## config.mk

```make
export PLATFORM = sky130hd
export DESIGN_NAME = shift_acc_sequencer
export DESIGN_NICKNAME = d
export VERILOG_FILES = /design/src/rtl/shift_acc_sequencer.sv
export SDC_FILE = /design/constraint.sdc
export NUM_CORES = 1
export LEC_CHECK = 0
export CORE_ASPECT_RATIO = 1.25
export CORE_MARGIN = 2
export CORE_UTILIZATION = 52
export DETAILED_ROUTE_END_ITERATION = 12
export MAX_ROUTING_LAYER = met4
export PLACE_DENSITY = 0.79
export SLEW_MARGIN = 20
export SYNTH_ARGS = -nofsm -noshare
export SYNTH_HDL_FRONTEND = slang
export SYNTH_SLANG_ARGS = --single-unit
```

## constraint.sdc

```tcl
create_clock -name clk -period 6.9 [get_ports clk]
set_input_delay 0.69 -clock clk [delete_from_list [all_inputs] [get_ports clk]]
set_output_delay 0.69 -clock clk [all_outputs]
set_load 0.05 [all_outputs]
```

## src/rtl/shift_acc_sequencer.sv

```systemverilog
// rtl/shift_acc_sequencer.sv - product realign/accumulate sequencer with valid/ready term and result handshakes
// Optional ACC_SAT_EN: saturating accumulator with sticky ovf; otherwise the sum wraps and ovf is 0.
module shift_acc_sequencer #(
  parameter int A_BW    = 8,
  parameter int B_BW    = 8,
  parameter int MULT_DW = 6,
  parameter int LEN     = 16,
  parameter int ACC_W   = A_BW + B_BW
) (
  input  logic                     clk,
  input  logic                     rst,
  input  logic                     start,
  input  logic [$clog2(LEN):0]     len_cfg,
  input  logic                     in_valid,
  output logic                     in_ready,
  input  logic [2*MULT_DW-1:0]     mult_out,
  input  logic [$clog2(B_BW):0]    shift_amt,
  output logic [ACC_W-1:0]         acc_out,
  output logic                     out_valid,
  input  logic                     out_ready,
  output logic                     busy,
  output logic                     ovf
);

  localparam int LW = $clog2(LEN) + 1;
  localparam int PW = A_BW + B_BW;

  typedef enum logic [1:0] {IDLE, RUN, DONE} state_t;

  state_t            state, state_nxt;
  logic [LW-1:0]     len_q, cnt;
  logic [ACC_W-1:0]  acc, term, acc_sum;
  logic [PW-1:0]     prod_w;
  logic              accept, last, job_start;

  // Realign: widen to the full product width first so high bits shift out there.
  assign prod_w    = PW'(mult_out);
  assign term      = ACC_W'(prod_w << shift_amt);
  assign accept    = (state == RUN) && in_valid;
  assign last      = (cnt == len_q - LW'(1));
  assign job_start = (state == IDLE) && start;
  assign acc_out   = acc;

`ifdef ACC_SAT_EN
  logic [ACC_W:0] sum_wide;
  logic           ovf_q;

  assign sum_wide = {1'b0, acc} + {1'b0, term};
  assign acc_sum  = sum_wide[ACC_W] ? {ACC_W{1'b1}} : sum_wide[ACC_W-1:0];
  assign ovf      = ovf_q;

  always_ff @(posedge clk or posedge rst) begin
    if (rst)                         ovf_q <= 1'b0;
    else if (job_start)              ovf_q <= 1'b0;
    else if (accept && sum_wide[ACC_W]) ovf_q <= 1'b1;
  end
`else
  assign acc_sum = acc + term;
  assign ovf     = 1'b0;
`endif

  always_ff @(posedge clk or posedge rst) begin
    if (rst) state <= IDLE;
    else     state <= state_nxt;
  end

  always_comb begin
    state_nxt = state;
    in_ready  = 1'b0;
    out_valid = 1'b0;
    busy      = 1'b0;
    case (state)
      IDLE: begin
        if (start) state_nxt = (len_cfg == '0) ? DONE : RUN;
      end
      RUN: begin
        in_ready = 1'b1;
        busy     = 1'b1;
        if (accept && last) state_nxt = DONE;
      end
      DONE: begin
        out_valid = 1'b1;
        busy      = 1'b1;
        if (out_ready) state_nxt = IDLE;
      end
      default: state_nxt = IDLE;
    endcase
  end

  always_ff @(posedge clk or posedge rst) begin
    if (rst) begin
      len_q <= '0;
      cnt   <= '0;
      acc   <= '0;
    end else if (job_start) begin
      len_q <= len_cfg;
      cnt   <= '0;
      acc   <= '0;
    end else if (accept) begin
      acc <= acc_sum;
      cnt <= cnt + LW'(1);
    end
  end

endmodule

```

Yosys cells after proc, flatten, opt, wreduce, memory -nomap -nowiden --
Index checks and enable logic that the tools add are counted.
Operators by class: add/sub/neg operators 3, equality and inequality tests 6, shift-type cells 1, muxes and demuxes 12, reductions and logical operators 8
Operators by type and width (number):
- $mux W16 | 2
- $add A16 B16 Y16 | 1
- $shl A12 B4 Y16 | 1
- $mux W5 | 2
- $mux W2 | 4
- $pmux W2 S3 | 1
- $add A5 B1 Y5 const B | 1
- $eq A5 B5 Y1 | 1
- $logic_not A5 Y1 | 1
- $sub A5 B1 Y5 const B | 1
- $ne A2 B2 Y1 const B | 2
- $logic_and A1 B1 Y1 | 3
- $mux W1 | 3
- $reduce_and A3 Y1 | 1
- $eq A2 B1 Y1 const B | 1
- $eq A2 B2 Y1 const B | 1
- $logic_not A2 Y1 | 1
- $ne A2 B1 Y1 const B | 1
- $reduce_bool A2 Y1 | 1
- $reduce_or A2 Y1 | 1
Storage, ports and cells: flip-flop bits (word level) 28, input port bits 26, output and inout bits 20, word-level logic and storage cells 34

Logic depth before layout (Yosys ltp) --
Gate-level depths: netlist (run 1).
depth in word-level cells 5, depth in mapped cells 15, depth with buffers taken out 13

Worst setup path before layout (run 1) --
No wires, ideal clock.
path kind input to register, start input port shift_amt[0], end register acc[15], in the netlist acc_out[15], setup time 0.120 ns, data arrival time 3.317 ns, required time 6.780 ns, slack 3.463 ns, stages 13, buffers on the path 2, cells stage by stage buf_6 buf_2 mux2i_1 a21oi_1 mux4_2 ha_1 a21o_1 a21o_1 a21o_1 a41oi_1 xnor2_1 a21oi_1 a31o_2
On the way: word-level cells in the longest chain between the ends 4
RTL lines:
- from (decl) | line 17 | input logic [$clog2(B_BW):0] shift_amt,
- $shl A12 B4 Y16 | line 38 | assign term = ACC_W'(prod_w << shift_amt);
- $add A16 B16 Y16 | line 58 | assign acc_sum = acc + term;
- $mux W16 | line 99 | end else if (accept) begin
- $mux W16 | line 95 | end else if (job_start) begin
- to (signal assigned) | line 100 | acc <= acc_sum;
- to (decl) | line 32 | logic [ACC_W-1:0] acc, term, acc_sum;
No other way between the ends. The select of a mux whose other input is x is not followed. A chain may end at the register's enable or synchronous reset.

Worst setup path in the final report (run 1) --
Ends and elaborated chain as after synthesis.

==> results of run 1 <==
[power by group through the flow]
stage	clock network [mW]	registers (mW)	logic (mW)
after floorplan	0	0.400	0.408
after global placement	0	0.286	0.697
after detailed placement	0	0.289	0.709
after CTS	0.103	0.286	0.713
after global routing	0.108	0.295	0.785
final	0.101	0.287	0.712
[cell usage in the layout (no fill, tap or decap), types with 4 or more instances in the layout]
cell type,synthesis,routed
sky130_fd_sc_hd__a211oi_1,4,4
sky130_fd_sc_hd__a21o_1,6,6
sky130_fd_sc_hd__a21oi_1,31,31
sky130_fd_sc_hd__a31oi_1,5,5
sky130_fd_sc_hd__and2_1,4,4
sky130_fd_sc_hd__clkbuf_8,0,4
sky130_fd_sc_hd__clkdlybuf4s50_1,0,44
sky130_fd_sc_hd__dfrtp_1,28,28
sky130_fd_sc_hd__ha_1,20,20
sky130_fd_sc_hd__inv_1,15,14
sky130_fd_sc_hd__mux2i_1,11,11
sky130_fd_sc_hd__mux4_2,6,6
sky130_fd_sc_hd__nand2_1,43,43
sky130_fd_sc_hd__nand3_1,7,7
sky130_fd_sc_hd__nand4_1,4,4
sky130_fd_sc_hd__nor2_1,17,17
sky130_fd_sc_hd__nor2b_1,5,5
sky130_fd_sc_hd__nor3_1,11,11
sky130_fd_sc_hd__o21a_1,4,4
sky130_fd_sc_hd__o21ai_0,7,7
sky130_fd_sc_hd__o22ai_1,4,4
sky130_fd_sc_hd__xnor2_1,9,9
sky130_fd_sc_hd__xor2_1,6,6
[Yosys cell counts (2+ instances only)]
master,count
sky130_fd_sc_hd__nor2_1,17
sky130_fd_sc_hd__a41oi_1,2
sky130_fd_sc_hd__o2111ai_1,2
sky130_fd_sc_hd__mux2_2,2
sky130_fd_sc_hd__ha_1,20
sky130_fd_sc_hd__nor2b_1,5
sky130_fd_sc_hd__or3_1,2
sky130_fd_sc_hd__xnor2_1,9
sky130_fd_sc_hd__nand3b_1,2
sky130_fd_sc_hd__dfrtp_1,28
sky130_fd_sc_hd__a31oi_1,5
sky130_fd_sc_hd__nand4_1,4
sky130_fd_sc_hd__or4_1,3
sky130_fd_sc_hd__nor3_1,11
sky130_fd_sc_hd__nand2_1,43
sky130_fd_sc_hd__a221oi_1,2
sky130_fd_sc_hd__a21o_1,6
sky130_fd_sc_hd__a211oi_1,4
sky130_fd_sc_hd__clkbuf_1,12
sky130_fd_sc_hd__xor2_1,6
sky130_fd_sc_hd__o21a_1,4
sky130_fd_sc_hd__nand3_1,7
sky130_fd_sc_hd__a21oi_1,31
sky130_fd_sc_hd__nand2b_1,3
sky130_fd_sc_hd__o22ai_1,4
sky130_fd_sc_hd__o21ai_0,7
sky130_fd_sc_hd__mux4_2,6
sky130_fd_sc_hd__and2_1,4
sky130_fd_sc_hd__o211ai_1,2
sky130_fd_sc_hd__mux2i_1,11
sky130_fd_sc_hd__and3_1,2
sky130_fd_sc_hd__inv_1,15
[metrics by stage]
| step | total power [mW] | area, µm² | hold WS, ns |
|---|---|---|---|
| 3_3_place_gp | 0.983 | 3050 | 0.523 |
| 6_report | 1.10 | 3110 | 0.543 |
| 5_1_grt | 1.19 | 3110 | 0.564 |
| 2_1_floorplan | 0.808 | 2600 | 0.467 |
| 3_5_place_dp | 0.998 | 3050 | 0.529 |
| 4_1_cts | 1.10 | 3110 | 0.552 |
[flip-flops by register name, indices dropped and copies added (netlist names)]
signal and cells:
cnt 5, acc_out 16, state 2, len_q 5
[worst register-to-register path, stage by stage, from the launching register on]
cell and delay (ns):
sky130_fd_sc_hd__dfrtp_1 0.41, sky130_fd_sc_hd__ha_1 0.22, sky130_fd_sc_hd__inv_1 0.07, sky130_fd_sc_hd__fa_1 0.17, sky130_fd_sc_hd__nand2b_1 0.15, sky130_fd_sc_hd__a21oi_1 0.11
sky130_fd_sc_hd__o311ai_2 0.28, sky130_fd_sc_hd__a21oi_1 0.19, sky130_fd_sc_hd__o21a_1 0.23, sky130_fd_sc_hd__or4_1 0.41, sky130_fd_sc_hd__o2111a_1 0.15
[layout make-up]
class	count	area share (%)
clock buffers	4	1.77
inverters	16	1.93
multi-input cells	249	56.9
flip-flops and latches	28	22.6
well taps	60	2.42
repair buffers	45	14.4
[kinds of logic (layout without fill, tap and decap cells)]
logic type / Yosys count / count (layout) / synth area share [%]
flops: 28 / 28 / 27.0
fa+ha+maj: 21 / 21 / 10.4
simple gates: 112 / 112 / 21.6
other cells: 1 / 1 / 0.144
mux: 19 / 19 / 10.3
compound gates: 81 / 81 / 20.6
buf+inv: 31 / 65 / 4.96
xor+xnor: 15 / 15 / 5.06
[path summary, 6_finish.rpt]
path                       cells after the start          from     endpoint
max reg2reg                                   10    acc_out[0]  acc_out[10]
min                                            1      state[1]     state[1]
max in group asynchronous                      2           rst     state[0]
min reg2reg                                    1      state[1]     state[1]
max                                           11  shift_amt[0]  acc_out[15]
min in group asynchronous                      2           rst       cnt[2]
[metal layers]
metal	routed length, µm	up-vias	GRT usage (%)
met5	0	-	-
met4	123	0	7.79
met3	187	13	1.76
met2	3050	61	40.3
met1	2630	1098	30.1
li1	-	1196	-
==> flow_results.xml, run 1 <==
<?xml version="1.0" encoding="UTF-8"?>
<metrics>
  <group name="yosys">
    <metric name="yosys_register_bits" unit="">28</metric>
    <metric name="synthDominantAreaCellType" unit="">sky130_fd_sc_hd__dfrtp_1</metric>
    <metric name="synthesis.area_per_instance" unit="µm²">8.43</metric>
    <metric name="count_of_flip_flops_with_a_built_in_enable_after_synthesis" unit="">0</metric>
    <metric name="yosys.cell_types.count" unit="">59</metric>
    <metric name="seq_area_frac_synth" unit="%">27.0</metric>
    <metric name="syn_area" unit="µm²">2600</metric>
    <metric name="async_set_or_reset_flop_fraction_in_the_synthesized_netlist" unit="%">100</metric>
    <metric name="synth_top_cells_by_area" unit="">sky130_fd_sc_hd__dfrtp_1 (27%), sky130_fd_sc_hd__ha_1 (9.6%), sky130_fd_sc_hd__nand2_1 (6.2%)</metric>
    <metric name="nets_in_the_synthesized_netlist" unit="">355</metric>
    <metric name="synth_ff_type" unit="">sky130_fd_sc_hd__dfrtp_1</metric>
    <metric name="yosysWarnings" unit="">0</metric>
    <metric name="synth_top_area_share" unit="%">27.0</metric>
    <metric name="syn-instance-count" unit="">308</metric>
  </group>
  <group name="final_layout">
    <metric name="syn2layout_area_growth" unit="%">19.6</metric>
    <metric name="drive_gt1_share" unit="%">7.31</metric>
    <metric name="sequential_cell_area" unit="µm²">701</metric>
    <metric name="final_core_utilization" unit="%">65.2</metric>
    <metric name="antenna_cells_inserted" unit="">0</metric>
    <metric name="final_nets" unit="">390</metric>
    <metric name="fillerInstances" unit="">430</metric>
    <metric name="final-instance-count-excl-fill" unit="">402</metric>
    <metric name="multi_input_area" unit="µm²">1770</metric>
  </group>
  <group name="run_status">
    <metric name="run_status" unit="">finished clean</metric>
  </group>
  <group name="timing">
    <metric name="max_slew_margin" unit="%">40.3</metric>
    <metric name="period_needed" unit="ns">4.20</metric>
    <metric name="final_min_period_over_clock_period" unit="%">60.9</metric>
    <metric name="report.final.hold_viol_count" unit="">0</metric>
    <metric name="maxClockFrequency" unit="MHz">238</metric>
    <metric name="unrepaired_setup_endpoints_after_global_routing" unit="">no</metric>
    <metric name="setup_tns" unit="ns">0</metric>
    <metric name="slew_limit_fails" unit="">0</metric>
    <metric name="report.final.setup_viol" unit="">0</metric>
    <metric name="fin_skew" unit="ns">0.00244</metric>
    <metric name="layout_setup_ws" unit="ns">2.70</metric>
    <metric name="worstMarginPinSlew" unit="ns">0.895</metric>
  </group>
  <group name="clock_tree">
    <metric name="worst_case_clock_buffer_depth" unit="">2</metric>
    <metric name="postCtsResizedCells" unit="">0</metric>
    <metric name="total_clock_buffers_created_by_cts" unit="">3</metric>
    <metric name="postCtsSetupRepairBufs" unit="">0</metric>
    <metric name="clk_pin_slew_worst_paths" unit="ns">0.09</metric>
    <metric name="numClockSinks" unit="">28</metric>
    <metric name="clock_insertion_delay_worst_skew" unit="ns">0.27</metric>
    <metric name="post_cts_hold_buffer_count" unit="">0</metric>
    <metric name="root_buffer" unit="">sky130_fd_sc_hd__clkbuf_8</metric>
    <metric name="cts_tree" unit="">done</metric>
    <metric name="htree_levels" unit="">1</metric>
  </group>
  <group name="drt">
    <metric name="route.antenna.remaining_nets" unit="">0</metric>
    <metric name="routed_via_density" unit="">5.89</metric>
    <metric name="first_iter_violations" unit="">99</metric>
    <metric name="drtPass1Iterations" unit="">4</metric>
    <metric name="drt-wirelength-per-cell" unit="µm">14.9</metric>
    <metric name="dr_total_vias" unit="">2368</metric>
    <metric name="routed_wirelength" unit="mm">5.99</metric>
    <metric name="drcViolationCount" unit="">0</metric>
  </group>
  <group name="place">
    <metric name="post-place-ws" unit="ns">2.43</metric>
    <metric name="place_inst" unit="">398</metric>
    <metric name="place.port_buffers" unit="">44</metric>
    <metric name="globalplace.congestion" unit="">0.991</metric>
    <metric name="detailed_place_hpwl" unit="mm">4.71</metric>
  </group>
  <group name="global_route">
    <metric name="grt_start_max_net_pins" unit="">29</metric>
    <metric name="first_pass_grt_wire_length" unit="mm">10.4</metric>
    <metric name="grt-ovfl-total" unit="">0</metric>
    <metric name="antenna_found_initial" unit="">0</metric>
    <metric name="groute.usage.overall" unit="%">24.0</metric>
    <metric name="grt_pass1_vias" unit="">2335</metric>
  </group>
  <group name="floorplanning">
    <metric name="die-area" unit="µm²">5580</metric>
    <metric name="initial_utilization" unit="%">54.5</metric>
    <metric name="floorplan.die.width" unit="µm">67.2</metric>
    <metric name="pin_count" unit="">46</metric>
    <metric name="floorplan.rows" unit="">28</metric>
    <metric name="die_y" unit="µm">83.0</metric>
    <metric name="fp.coreArea" unit="µm²">4760</metric>
  </group>
  <group name="setup_path">
    <metric name="worst_setup_path_start_kind" unit="">input port</metric>
    <metric name="timing.setup.critical_path_class" unit="">in2reg</metric>
    <metric name="critical_path.max_stage_delay" unit="ns">0.97</metric>
    <metric name="worst_path_top_cell_family_by_delay" unit="">multiplexers</metric>
    <metric name="reg2reg_slack" unit="ns">4.43</metric>
    <metric name="critical_path_peak_fanout" unit="">18</metric>
    <metric name="required" unit="ns">7.07</metric>
    <metric name="crit_chain" unit="">clkdlybuf4s50_1 -&gt; mux4_2 -&gt; mux4_2 -&gt; ha_1 -&gt; a21o_1 -&gt; a21o_1 -&gt; a21o_1 -&gt; a41oi_1 -&gt; xnor2_1 -&gt; a21oi_1 -&gt; a31o_2</metric>
    <metric name="critical-path-slowest-cell" unit="">sky130_fd_sc_hd__clkdlybuf4s50_1</metric>
    <metric name="critical_path.n_buffers_inverters" unit="">1</metric>
    <metric name="timing.critical_path.mode_cell" unit="">sky130_fd_sc_hd__a21o_1</metric>
    <metric name="cp.arrival" unit="ns">4.37</metric>
    <metric name="worst_setup_path_end_kind" unit="">flop</metric>
  </group>
  <group name="power">
    <metric name="p_sw_share" unit="%">50.3</metric>
    <metric name="power_per_cell_area" unit="nW/µm²">354</metric>
    <metric name="max-vdd-ir-drop" unit="mV">0.182</metric>
    <metric name="power.share.clock" unit="%">9.2</metric>
    <metric name="p_switching" unit="µW">553</metric>
    <metric name="intPower" unit="µW">547</metric>
    <metric name="static-leakage-power" unit="nW">1.38</metric>
    <metric name="p_seq_share" unit="%">26.1</metric>
    <metric name="comb_power_share" unit="%">64.8</metric>
  </group>
  <group name="flow_run">
    <metric name="cap_violations" unit="">0</metric>
  </group>
  <group name="hold_path">
    <metric name="worst_hold_path_type" unit="">reg2reg</metric>
  </group>
</metrics>
No activity file was read; power rests on OpenSTA's default activity.
==> inputs of run 2 (changes only) <==
==> constraint.sdc (replaced) <==
create_clock -name clk -period 4.4 [get_ports clk]
set_input_delay 0.44 -clock clk [delete_from_list [all_inputs] [get_ports clk]]
set_output_delay 0.44 -clock clk [all_outputs]
set_load 0.05 [all_outputs]
==> run 2 against run 1 <==
Compared with the run above: routed wire length is 8.0% higher; utilization increased by 0.47 points; critical endpoint is now acc_out[13]; sequential share of layout area fell by 0.16 points; clock skew up 0.0011 ns; non-clock buffer count up 3; sequential power up 56%; design area rose by 0.72%; clock power rose by 60%; via count grew 2.1%.
==> flow_results.xml, run 2 (synthesis results as in run 1) <==
<?xml version="1.0" encoding="UTF-8"?>
<metrics>
  <group name="drt">
    <metric name="route.met3.wl" unit="µm">243</metric>
    <metric name="route.antenna.remaining_nets" unit="">0</metric>
    <metric name="routed_wirelength" unit="mm">6.47</metric>
    <metric name="dr_total_vias" unit="">2418</metric>
    <metric name="met2_length" unit="mm">3.41</metric>
    <metric name="routed_via_density" unit="">5.97</metric>
    <metric name="drt-wirelength-per-cell" unit="µm">16.0</metric>
    <metric name="top_layer_used" unit="">met4</metric>
    <metric name="drcViolationCount" unit="">0</metric>
    <metric name="first_iter_violations" unit="">60</metric>
    <metric name="drtPass1Iterations" unit="">4</metric>
    <metric name="route.layer.met1.wl" unit="mm">2.66</metric>
  </group>
  <group name="power">
    <metric name="p_switching" unit="µW">879</metric>
    <metric name="power_per_cell_area" unit="nW/µm²">556</metric>
    <metric name="power" unit="mW">1.74</metric>
    <metric name="max-vdd-ir-drop" unit="mV">0.389</metric>
    <metric name="p_sw_share" unit="%">50.5</metric>
    <metric name="static-leakage-power" unit="nW">1.39</metric>
    <metric name="p_seq_share" unit="%">25.7</metric>
    <metric name="intPower" unit="µW">861</metric>
    <metric name="comb_power_share" unit="%">65.0</metric>
    <metric name="power.share.clock" unit="%">9.3</metric>
  </group>
  <group name="clock_tree">
    <metric name="total_clock_buffers_created_by_cts" unit="">3</metric>
    <metric name="clk_pin_slew_worst_paths" unit="ns">0.09</metric>
    <metric name="cts_tree" unit="">done</metric>
    <metric name="htree_levels" unit="">1</metric>
    <metric name="postCtsResizedCells" unit="">0</metric>
    <metric name="numClockSinks" unit="">28</metric>
    <metric name="postCtsSetupRepairBufs" unit="">0</metric>
    <metric name="post_cts_hold_buffer_count" unit="">0</metric>
    <metric name="clock_insertion_delay_worst_skew" unit="ns">0.28</metric>
    <metric name="root_buffer" unit="">sky130_fd_sc_hd__clkbuf_8</metric>
    <metric name="worst_case_clock_buffer_depth" unit="">2</metric>
  </group>
  <group name="flow_run">
    <metric name="cap_violations" unit="">0</metric>
  </group>
  <group name="setup_path">
    <metric name="worstSetupStartpoint" unit="">shift_amt[0]</metric>
    <metric name="required" unit="ns">4.59</metric>
    <metric name="worst_setup_path_start_kind" unit="">input port</metric>
    <metric name="cp.arrival" unit="ns">3.92</metric>
    <metric name="critical_path_peak_fanout" unit="">14</metric>
    <metric name="worst_path_top_cell_family_by_delay" unit="">simple AND/OR/NAND/NOR gates</metric>
    <metric name="critical_path.max_stage_delay" unit="ns">0.62</metric>
    <metric name="crit_chain" unit="">clkdlybuf4s50_1 -&gt; buf_4 -&gt; mux2i_1 -&gt; mux2_2 -&gt; o21a_1 -&gt; nor2_1 -&gt; ha_1 -&gt; nand2_2 -&gt; or3b_4 -&gt; nand4_2 -&gt; and3_4 -&gt; o21ai_2 -&gt; or3_1 -&gt; a31oi_1</metric>
    <metric name="timing.setup.critical_path_class" unit="">in2reg</metric>
    <metric name="critical_path.n_buffers_inverters" unit="">2</metric>
    <metric name="worst_setup_path_end_kind" unit="">flop</metric>
    <metric name="crit-reg2reg-launch" unit="">acc_out[0]</metric>
    <metric name="critical-path-slowest-cell" unit="">sky130_fd_sc_hd__clkdlybuf4s50_1</metric>
  </group>
  <group name="timing">
    <metric name="fin_skew" unit="ns">0.00354</metric>
    <metric name="final_min_period_over_clock_period" unit="%">84.8</metric>
    <metric name="max_slew_margin" unit="%">37.6</metric>
    <metric name="report.final.hold_viol_count" unit="">0</metric>
    <metric name="layout_setup_ws" unit="ns">0.670</metric>
    <metric name="maxClockFrequency" unit="MHz">268</metric>
    <metric name="unrepaired_setup_endpoints_after_global_routing" unit="">no</metric>
    <metric name="worstMarginPinSlew" unit="ns">0.936</metric>
    <metric name="report.final.setup_viol" unit="">0</metric>
    <metric name="whs" unit="ns">0.530</metric>
    <metric name="period_needed" unit="ns">3.73</metric>
    <metric name="setup_tns" unit="ns">0</metric>
    <metric name="slew_limit_fails" unit="">0</metric>
  </group>
  <group name="final_layout">
    <metric name="commonest_non_fill_non_tap_cell_in_the_layout" unit="">sky130_fd_sc_hd__clkdlybuf4s50_1</metric>
    <metric name="top_library_cells_by_usage_in_the_layout_fill_and_taps_aside" unit="">sky130_fd_sc_hd__clkdlybuf4s50_1 (44), sky130_fd_sc_hd__nand2_1 (43), sky130_fd_sc_hd__a21oi_1 (31), sky130_fd_sc_hd__dfrtp_1 (28), sky130_fd_sc_hd__ha_1 (20)</metric>
    <metric name="fillerInstances" unit="">411</metric>
    <metric name="drive_gt1_share" unit="%">8.12</metric>
    <metric name="final_core_utilization" unit="%">65.7</metric>
    <metric name="final-instance-count-excl-fill" unit="">405</metric>
    <metric name="syn2layout_area_growth" unit="%">20.5</metric>
    <metric name="final_nets" unit="">393</metric>
    <metric name="antenna_cells_inserted" unit="">0</metric>
    <metric name="layout.cell_area.non_filler" unit="µm²">3130</metric>
    <metric name="largest_reg_flops" unit="">16</metric>
  </group>
  <group name="place">
    <metric name="globalplace.congestion" unit="">0.995</metric>
    <metric name="place.port_buffers" unit="">44</metric>
    <metric name="post-place-ws" unit="ns">0.419</metric>
    <metric name="detailed_place_hpwl" unit="mm">5.16</metric>
    <metric name="place_inst" unit="">401</metric>
    <metric name="place_area" unit="µm²">3070</metric>
  </group>
  <group name="global_route">
    <metric name="grt-ovfl-total" unit="">0</metric>
    <metric name="grt_start_max_net_pins" unit="">29</metric>
    <metric name="grt_pass1_vias" unit="">2349</metric>
    <metric name="groute.usage.overall" unit="%">25.1</metric>
    <metric name="first_pass_grt_wire_length" unit="mm">10.7</metric>
    <metric name="antenna_found_initial" unit="">0</metric>
  </group>
  <group name="hold_path">
    <metric name="worst_hold_path_type" unit="">in2async</metric>
  </group>
  <group name="floorplanning">
    <metric name="die_y" unit="µm">83.0</metric>
    <metric name="die-area" unit="µm²">5580</metric>
    <metric name="fp.coreArea" unit="µm²">4760</metric>
    <metric name="floorplan.rows" unit="">28</metric>
    <metric name="initial_utilization" unit="%">54.5</metric>
    <metric name="pin_count" unit="">46</metric>
    <metric name="floorplan.die.width" unit="µm">67.2</metric>
  </group>
  <group name="run_status">
    <metric name="run_status" unit="">finished clean</metric>
  </group>
</metrics>
[run 2: changes by cell type in the layout (fill, tap and decap cells not counted), sizes merged]
| cell | change |
|---|---|
| buf | +3 |
[run 2: worst paths after layout]
kind                                to  slack (ns)  cells after the start
hold reg to reg            acc_out[14]        0.55                      2
min in group clk           acc_out[14]        0.55                      2
max in group asynchronous  acc_out[10]        3.49                      2
hold / removal                  cnt[2]        0.53                      2
setup / recovery           acc_out[13]        0.67                     14
setup reg to reg           acc_out[10]        1.94                     10
[run 2: power by group through the flow]
stage | clock [mW] | sequential (mW) | combinational, mW
after CTS | 0.164 | 0.447 | 1.13
after detailed placement | 0 | 0.451 | 1.13
after floorplan | 0 | 0.627 | 0.640
after global routing | 0.174 | 0.459 | 1.23
final | 0.162 | 0.447 | 1.13
after global placement | 0 | 0.449 | 1.11
[run 2: cell type report]
class / count / area, µm² / area share (%)
multi-input cells: 249 / 1770 / 56.5
flip-flops and latches: 28 / 701 / 22.4
repair buffers: 48 / 470 / 15.0
inverters: 16 / 60.1 / 1.92
clock buffers: 4 / 55.1 / 1.76
well taps: 60 / 75.1 / 2.40
[run 2: worst reg2reg max path: cells and delay by family, from the launching register on]
| kind | cells | cell delay [ns] |
|---|---|---|
| AOI/OAI and AO/OA | 5 | 0.94 |
| adders and majority gates | 2 | 0.39 |
| buffers and inverters | 1 | 0.07 |
| DFF | 1 | 0.42 |
| and+or+nand+nor | 2 | 0.55 |
[run 2: layer usage]
metal	vias to the layer above	track usage (%)
met4	0	9.28
li1	1198	-
met2	61	43.5
met5	-	-
met3	11	1.63
met1	1148	29.7
